## src/rtl/stuff_scramble_pkg.sv

```systemverilog
// -----------------------------------------------------------------------------
// stuff_scramble_pkg
// Shared DisplayPort symbol constants, scrambler seed and training-pattern
// helpers for the stuff_scramble block.
//   symBS / symSR / symBE : framing K codes (K28.5, K28.0, K27.7)
//   symK28_5, symD10_2, symD11_6 : training pattern symbols
//   train_e               : encoding of the train port
//   tps2_pair()           : symbol pair for one clock of the TPS2 period
// -----------------------------------------------------------------------------
package stuff_scramble_pkg;

  localparam logic [7:0] symBS     = 8'hBC;  // K28.5
  localparam logic [7:0] symSR     = 8'h1C;  // K28.0
  localparam logic [7:0] symBE     = 8'hFB;  // K27.7
  localparam logic [7:0] symK28_5  = 8'hBC;
  localparam logic [7:0] symD10_2  = 8'h4A;
  localparam logic [7:0] symD11_6  = 8'hCB;

  localparam logic [15:0] LFSR_SEED = 16'hFFFF;

  // TPS2 repeats every 5 clocks (10 symbols, two per clock).
  localparam logic [2:0] TPS2_LAST = 3'd4;

  typedef enum logic [1:0] {
    TRAIN_NORMAL     = 2'd0,
    TRAIN_TPS1       = 2'd1,
    TRAIN_TPS2       = 2'd2,
    TRAIN_NORMAL_ALT = 2'd3
  } train_e;

  typedef struct packed {
    logic [1:0]  isk;
    logic [15:0] dat;
  } sym_pair_t;

  // Clocks 0 and 1 carry K28.5 (low) + D11.6 (high); clocks 2..4 carry D10.2.
  function automatic sym_pair_t tps2_pair(input logic [2:0] ptr);
    sym_pair_t p;
    if (ptr < 3'd2) begin
      p.dat = {symD11_6, symK28_5};
      p.isk = 2'b01;
    end else begin
      p.dat = {symD10_2, symD10_2};
      p.isk = 2'b00;
    end
    return p;
  endfunction

endpackage

```

## src/rtl/stuff_scramble_scrstep.sv

```systemverilog
// -----------------------------------------------------------------------------
// stuff_scramble_scrstep
// One symbol step of the DisplayPort scrambler, G(X)=X^16+X^5+X^4+X^3+1.
// Purely combinational: advances the LFSR 8 bits and XORs the keystream onto
// a data symbol (bit 0 first); K symbols pass through unchanged while the
// LFSR still advances.
//   i_lfsr : current LFSR state
//   i_dat  : input symbol
//   i_isk  : 1 = K symbol (not scrambled)
//   o_dat  : output symbol
//   o_lfsr : LFSR state after 8 steps
// -----------------------------------------------------------------------------
module stuff_scramble_scrstep (
  input  logic [15:0] i_lfsr,
  input  logic [7:0]  i_dat,
  input  logic        i_isk,
  output logic [7:0]  o_dat,
  output logic [15:0] o_lfsr
);

  logic [15:0] w_lfsr;
  logic [7:0]  w_ks;

  // NOTE: every variable gets a default at the top of always_comb so no path
  // can leave it unassigned and infer a latch.
  always_comb begin
    w_lfsr = i_lfsr;
    w_ks   = 8'h00;
    for (int i = 0; i < 8; i++) begin
      // Output tap is bit 15; it is fed back into bit 0 and bits 3..5.
      w_ks[i] = w_lfsr[15];
      w_lfsr  = {w_lfsr[14:0], w_lfsr[15]} ^ {10'b0, {3{w_lfsr[15]}}, 3'b000};
    end
  end

  assign o_dat  = i_isk ? i_dat : (i_dat ^ w_ks);
  assign o_lfsr = w_lfsr;

endmodule

```

## src/rtl/stuff_scramble.sv

```systemverilog
// -----------------------------------------------------------------------------
// stuff_scramble
// DisplayPort scrambler stage between the stuffing stage and the 8b10b
// encoder. Two symbols per lane per clock (low byte first), one clock latency.
// Every SRPERIOD-th BS on lane 0 is replaced by SR on all active lanes and the
// LFSR is reseeded right after it.
// Optional feature: define SCRAMBLE_TRAINING_EN to generate TPS1/TPS2 training
// patterns from the train port; otherwise train is ignored.
//   dpclk            : clock
//   reset            : synchronous, active-high
//   dpdat0/1, dpisk0/1 : lane 0/1 symbol pair and per-byte K flags
//   twolane          : 1 = lane 1 active
//   train            : 0/3 normal, 1 TPS1, 2 TPS2
//   scrdat0/1, scrisk0/1 : registered scrambled output and K flags
// -----------------------------------------------------------------------------
module stuff_scramble
  import stuff_scramble_pkg::*;
#(
  parameter int SRPERIOD = 512
) (
  input  logic        dpclk,
  input  logic        reset,
  input  logic [15:0] dpdat0,
  input  logic [15:0] dpdat1,
  input  logic [1:0]  dpisk0,
  input  logic [1:0]  dpisk1,
  input  logic        twolane,
  input  logic [1:0]  train,
  output logic [15:0] scrdat0,
  output logic [15:0] scrdat1,
  output logic [1:0]  scrisk0,
  output logic [1:0]  scrisk1
);

  localparam logic [8:0] BS_LAST = 9'(SRPERIOD - 1);

  logic [15:0] r_lfsr;
  logic [8:0]  r_bscnt;
  logic [15:0] r_scrdat0, r_scrdat1;
  logic [1:0]  r_scrisk0, r_scrisk1;

  logic [8:0]  w_cnt_start, w_cnt_mid, w_cnt_end;
  logic        w_sr_lo, w_sr_hi;
  logic [15:0] w_lfsr_mid_step, w_lfsr_end_step;
  logic [15:0] w_lfsr_mid, w_lfsr_end;
  logic [7:0]  w_lo0, w_hi0, w_lo1, w_hi1;
  logic [15:0] w_unused_lfsr_lo1, w_unused_lfsr_hi1;
  logic [15:0] w_dat0, w_dat1;
  logic [1:0]  w_isk0, w_isk1;
  logic [15:0] w_lfsr_nxt;
  logic [8:0]  w_bscnt_nxt;

`ifdef SCRAMBLE_TRAINING_EN
  logic [1:0]  r_prev_train;
  logic [2:0]  r_tps_ptr;
  logic [2:0]  w_tps_ptr;
  train_e      w_mode;
  sym_pair_t   w_tps2;

  assign w_mode    = train_e'(train);
  // Any change of train restarts the TPS2 period at its first symbol.
  assign w_tps_ptr = (train != r_prev_train) ? 3'd0 : r_tps_ptr;
  assign w_tps2    = tps2_pair(w_tps_ptr);
  // Leaving training forces the next BS to go out as SR.
  assign w_cnt_start = (r_prev_train != 2'd0 && train == 2'd0) ? BS_LAST : r_bscnt;
`else
  logic w_unused_train;
  assign w_unused_train = ^train;
  assign w_cnt_start    = r_bscnt;
`endif

  // Lane 0 chain: low byte step feeds the high byte step.
  stuff_scramble_scrstep u_step_lo0 (
    .i_lfsr (r_lfsr),
    .i_dat  (dpdat0[7:0]),
    .i_isk  (dpisk0[0]),
    .o_dat  (w_lo0),
    .o_lfsr (w_lfsr_mid_step)
  );

  stuff_scramble_scrstep u_step_hi0 (
    .i_lfsr (w_lfsr_mid),
    .i_dat  (dpdat0[15:8]),
    .i_isk  (dpisk0[1]),
    .o_dat  (w_hi0),
    .o_lfsr (w_lfsr_end_step)
  );

  // Lane 1 shares lane 0's LFSR state at each symbol position.
  stuff_scramble_scrstep u_step_lo1 (
    .i_lfsr (r_lfsr),
    .i_dat  (dpdat1[7:0]),
    .i_isk  (dpisk1[0]),
    .o_dat  (w_lo1),
    .o_lfsr (w_unused_lfsr_lo1)
  );

  stuff_scramble_scrstep u_step_hi1 (
    .i_lfsr (w_lfsr_mid),
    .i_dat  (dpdat1[15:8]),
    .i_isk  (dpisk1[1]),
    .o_dat  (w_hi1),
    .o_lfsr (w_unused_lfsr_hi1)
  );

  // BS counting in byte order; a second BS in the same cycle sees the count
  // already updated by the first.
  always_comb begin
    w_sr_lo   = 1'b0;
    w_cnt_mid = w_cnt_start;
    if (dpisk0[0] && dpdat0[7:0] == symBS) begin
      if (w_cnt_start == BS_LAST) begin
        w_sr_lo   = 1'b1;
        w_cnt_mid = 9'd0;
      end else begin
        w_cnt_mid = w_cnt_start + 9'd1;
      end
    end

    w_sr_hi   = 1'b0;
    w_cnt_end = w_cnt_mid;
    if (dpisk0[1] && dpdat0[15:8] == symBS) begin
      if (w_cnt_mid == BS_LAST) begin
        w_sr_hi   = 1'b1;
        w_cnt_end = 9'd0;
      end else begin
        w_cnt_end = w_cnt_mid + 9'd1;
      end
    end
  end

  // Symbol after an SR always starts from the seed.
  assign w_lfsr_mid = w_sr_lo ? LFSR_SEED : w_lfsr_mid_step;
  assign w_lfsr_end = w_sr_hi ? LFSR_SEED : w_lfsr_end_step;

  always_comb begin
    w_dat0      = {(w_sr_hi ? symSR : w_hi0), (w_sr_lo ? symSR : w_lo0)};
    w_isk0      = {dpisk0[1] | w_sr_hi, dpisk0[0] | w_sr_lo};
    w_dat1      = {(w_sr_hi ? symSR : w_hi1), (w_sr_lo ? symSR : w_lo1)};
    w_isk1      = {dpisk1[1] | w_sr_hi, dpisk1[0] | w_sr_lo};
    w_lfsr_nxt  = w_lfsr_end;
    w_bscnt_nxt = w_cnt_end;
`ifdef SCRAMBLE_TRAINING_EN
    // Training patterns go out unscrambled with scrambler state frozen.
    case (w_mode)
      TRAIN_TPS1: begin
        w_dat0      = {symD10_2, symD10_2};
        w_isk0      = 2'b00;
        w_dat1      = {symD10_2, symD10_2};
        w_isk1      = 2'b00;
        w_lfsr_nxt  = r_lfsr;
        w_bscnt_nxt = r_bscnt;
      end
      TRAIN_TPS2: begin
        w_dat0      = w_tps2.dat;
        w_isk0      = w_tps2.isk;
        w_dat1      = w_tps2.dat;
        w_isk1      = w_tps2.isk;
        w_lfsr_nxt  = r_lfsr;
        w_bscnt_nxt = r_bscnt;
      end
      default: ;
    endcase
`endif
    if (!twolane) begin
      w_dat1 = 16'h0000;
      w_isk1 = 2'b00;
    end
  end

  // NOTE: registers take non-blocking assignments so every flop samples the
  // pre-edge values regardless of statement order.
  always_ff @(posedge dpclk) begin
    if (reset) begin
      r_lfsr    <= LFSR_SEED;
      r_bscnt   <= BS_LAST;
      r_scrdat0 <= '0;
      r_scrdat1 <= '0;
      r_scrisk0 <= '0;
      r_scrisk1 <= '0;
    end else begin
      r_lfsr    <= w_lfsr_nxt;
      r_bscnt   <= w_bscnt_nxt;
      r_scrdat0 <= w_dat0;
      r_scrdat1 <= w_dat1;
      r_scrisk0 <= w_isk0;
      r_scrisk1 <= w_isk1;
    end
  end

`ifdef SCRAMBLE_TRAINING_EN
  always_ff @(posedge dpclk) begin
    if (reset) begin
      r_prev_train <= 2'd0;
      r_tps_ptr    <= 3'd0;
    end else begin
      r_prev_train <= train;
      r_tps_ptr    <= (w_tps_ptr == TPS2_LAST) ? 3'd0 : w_tps_ptr + 3'd1;
    end
  end
`endif

  assign scrdat0 = r_scrdat0;
  assign scrdat1 = r_scrdat1;
  assign scrisk0 = r_scrisk0;
  assign scrisk1 = r_scrisk1;

endmodule

```

## config.mk

```make
export PLATFORM = sky130hd
export DESIGN_NAME = stuff_scramble
export DESIGN_NICKNAME = d
export VERILOG_FILES = /design/src/rtl/stuff_scramble_pkg.sv /design/src/rtl/stuff_scramble_scrstep.sv /design/src/rtl/stuff_scramble.sv
export SDC_FILE = /design/constraint.sdc
export NUM_CORES = 1
export LEC_CHECK = 0
export ABC_AREA = 0
export BUFFER_PORTS_ARGS = -buffer_cell sky130_fd_sc_hd__buf_2
export CAP_MARGIN = 5
export CORE_MARGIN = 2
export CORE_UTILIZATION = 48
export DETAILED_ROUTE_END_ITERATION = 10
export GPL_TIMING_DRIVEN = 0
export PLACE_DENSITY = 0.76
export SYNTH_ARGS = -nofsm -noshare
export SYNTH_HDL_FRONTEND = slang
export SYNTH_SLANG_ARGS = --single-unit
export TNS_END_PERCENT = 20
```

## constraint.sdc

```tcl
create_clock -name dpclk -period 3.6 [get_ports dpclk]
set_input_delay 0.72 -clock dpclk [delete_from_list [all_inputs] [get_ports dpclk]]
set_output_delay 0.72 -clock dpclk [all_outputs]
set_load 0.02 [all_outputs]
```

==> qor.txt <==
slew at the pin closest to its max-slew limit -> 0.759 ns
Core Area -> 6280 sq um
Diodes inserted -> 0
Final Max Slew Viols -> 0
router iterations before antenna repair -> 4
final setup fails -> 0
crit-path max FO -> 9
warnings from Yosys -> 0
largest family of logic cells by synthesized area -> XOR/XNOR gates
worst r2r path cells -> 15
Die ar. -> 7070 sq um
Post-Synth XOR/XNOR Area -> 21.3%
f_max -> 0.290 GHz
first-pass GRT wire length -> 11900 microns
Synth async-reset ratio -> 0%
share of layout cells above drive strength 1 -> 25.7%
Distinct cells, synth -> 41
reg-to-reg slack, setup -> 0.15 ns
Buffers on Ports -> 71
Worst Path Buf+Inv -> 1
outcome -> finished, final reports clean
setup ws final -> 0.148 ns
root buf cell -> clkbuf_8
Clock transition at path regs -> 0.07 ns
Seq cells post-synth -> 61
Chip Width -> 84.1 microns
synth top area cells -> dfxtp_1 (40%), xnor2_1 (17%), nor2_1 (5.4%)
Post-synth EDFFs -> 0
final net count -> 478
WP data required -> 3.83 ns
Clk Latency, worst-skew pair -> 0.34 ns
DRC Markers -> 0
register area share after synthesis -> 39.7%
gr usage total -> 21.6%
Tightest Hold Check Type -> input port to register
syn nets -> 391
Top Ports -> 77
Comb pwr share -> 50.1%
GRT overflow -> 0
Synth Cell Area -> 3080 sq um
initial core utilization -> 49.1%
Switch Pwr -> 1.14 mW
cell mode on critical path -> ha_2
CTS tree -> done
CP max stage cell -> o41ai_2
Die H -> 84.1 microns
sequential power share -> 32.7%
switch share -> 38.9%
share of the synthesized area in the top cell type -> 39.7%
drt wl/cell -> 14.7 microns
reg2reg end -> r_lfsr[2]$_SDFF_PP1_
Worst VDD drop -> 0.693 mV
Crit path max-delay family -> simple AND/OR/NAND/NOR gates
Arr. time, crit path -> 3.68 ns
via count of the first global-routing pass -> 2511
Syn Inst Count -> 344
initial antenna violation count -> 0
fin crit share -> 95.9%
leakage power -> 1.59 nW
reg2reg start -> r_bscnt[1]$_SDFF_PP1_
largest net degree at the start of global routing -> 11
DRT iter0 DRCs -> 129
post-synthesis adder-cell area fraction -> 2.44%
HP Start -> dpdat1[9]
Cell Count, Final, Fillers Out -> 513
Compound-Gate Fraction of Synth Area -> 11.5%
DR vias -> 2660
CTS buffer count -> 9
Endpoint, Worst Hold -> scrdat1[9]$_SDFF_PP0_
Clock Tree Buf Depth -> 2
DP HPWL -> 5560 microns
syn avg cell area -> 8.95 sq um
Pint -> 1.79 mW
mux cell area share after synthesis -> 1.38%
Hold Violations, Final -> 0
Clock Sinks -> 61
Synth Flop Type -> dfxtp_1
Layout area overhead -> 23.0%
GPL Wtd Cong -> 0.881
Total Power -> 2.93 mW
Final ANT Viol Nets -> 0
Max-slew headroom -> 49.0%
Worst path max stage delay -> 0.46 ns
Hold Path Cell Cnt -> 3
Row Count -> 29
pre-CTS setup slack -> -0.572 ns
dpl cells -> 492
CP endpoint kind -> register
WL final -> 7530 microns
Setup crit start kind -> register
Max-Cap Viols -> 0
simple-gate portion of the synthesized area -> 20.8%
Clock Skews -> 0.00620 ns
H-tree levels -> 3
worst path cell trace -> ha_2, nand3_2, or2_4, nor2_2, ha_1, buf_4, a31oi_1, o41ai_2, o41ai_4, nand4_2, nor3_1, ha_2, nand2_2, nand2b_2, or3_1
Clk pwr share -> 17.3%
Vias per Instance -> 5.19
Power per Cell Area -> 775 nW/um^2
post-synth top area cell -> dfxtp_1
Crit Path Category -> register to register
Tmin final -> 3.45 ns
tightest hold or removal path, cell delays in order:
cell and delay (ns):
buf_2 0.08, xnor2_1 0.06, nor2_1 0.07
layout by cell type, fill, tap and decap left out, types with 3 or more instances in the layout:
master,n
clkbuf_8,9
a211o_1,3
nand3_1,3
nand2_1,22
nand3b_1,3
dfxtp_1,60
xor2_1,15
xnor2_1,60
buf_2,71
clkbuf_1,16
or3_1,3
o21ai_0,14
nor4_1,4
inv_1,3
nor2_1,42
buf_4,6
a21oi_1,16
nand4_1,4
ha_1,4
nor2b_1,20
nor3_1,10
state kept, by name, summed over array words and instances, names as in the netlist:
signal   cells
r_lfsr      16
scrdat0     16
scrdat1     16
r_bscnt      9
scrisk0      2
scrisk1      2
repair_timing:
action | CTS | global route
hold buffers | 0 | 0
buffers inserted | 2 | 3
endpoints found under the setup margin | 43 | 32
gates resized for setup | 12 | 7
pin swaps | 1 | 3
endpoints found under the hold margin | 0 | 0
synth_stat cells, types with 2 or more instances:
cell type and count:
a211o_1 3, a21o_1 2, a21oi_1 16, a31oi_1 2
buf_6 2, clkbuf_1 14, dfxtp_1 61, ha_1 6
inv_1 3, mux2_2 2, mux2i_1 2, nand2_1 23
nand2b_1 2, nand3_1 4, nand3b_1 3, nand4_1 4
nand4b_1 2, nor2_1 44, nor2b_1 20, nor3_1 10
nor4_1 5, o21ai_0 14, o21bai_1 2, o311a_1 2
o41ai_1 3, o41ai_4 2, or2_1 2, or3_1 3
xnor2_1 60, xor2_1 15
routing by layer:
layer  GRT usage [%]  part of all wire (%)
met1            27.5                    44
met3            5.34                   4.6
met2            34.8                    50
met5               0                     0
met4            9.38                   1.8
worst max-delay path by stage:
stage	startpoint	end	slack [ns]	depth (start not counted)
floorplan	r_bscnt[1]$_SDFF_PP1_	r_lfsr[2]$_SDFF_PP1_	0.1	15
global placement	r_bscnt[1]$_SDFF_PP1_	r_lfsr[14]$_SDFF_PP1_	-0.50	16
detailed placement	r_bscnt[1]$_SDFF_PP1_	r_lfsr[15]$_SDFF_PP1_	-0.57	16
CTS	r_bscnt[2]$_SDFF_PP1_	r_lfsr[2]$_SDFF_PP1_	0.006	15
global route	r_bscnt[1]$_SDFF_PP1_	r_lfsr[2]$_SDFF_PP1_	-0.02	15
finish	r_bscnt[1]$_SDFF_PP1_	r_lfsr[2]$_SDFF_PP1_	0.15	15
per-stage QoR:
stage	TNS [ns]	instance area, sq um	hold slack [ns]	util (%)
floorplan	0	3080	0.579	-
global placement	-7.82	3530	0.617	56.3
detailed placement	-10.13	3530	0.656	56.3
CTS	0	3740	0.614	59.6
global route	-0.0167	3790	0.618	60.3
finish	0	3790	0.622	60.3
power groups by stage:
stage	combinational, mW	clock, mW	sequential, mW
3_3_place_gp	1.40	0	0.969
3_5_place_dp	1.45	0	0.974
5_1_grt	1.64	0.543	0.975
2_1_floorplan	1.10	0	1.03
4_1_cts	1.47	0.516	0.959
6_report	1.47	0.506	0.959
kinds of logic (layout without fill, tap and decap cells):
group | count (synthesis) | after routing
compound gates | 50 | 50
xor+xnor | 75 | 75
fa+ha+maj | 6 | 6
buf+inv | 20 | 112
flops | 61 | 61
mux | 4 | 4
simple gates | 128 | 128
final cells by class:
class,instances,area (sq um)
multi-input combinational,263,1820
fill,550,2490
sequential,61,1220
buffer,16,82.6
timing repair buffer,77,398
tap,77,96.3
clock buffer,14,143
clock inverter,2,10.0
inverter,3,11.3
Note: power is estimated with default switching activity, not from simulation.
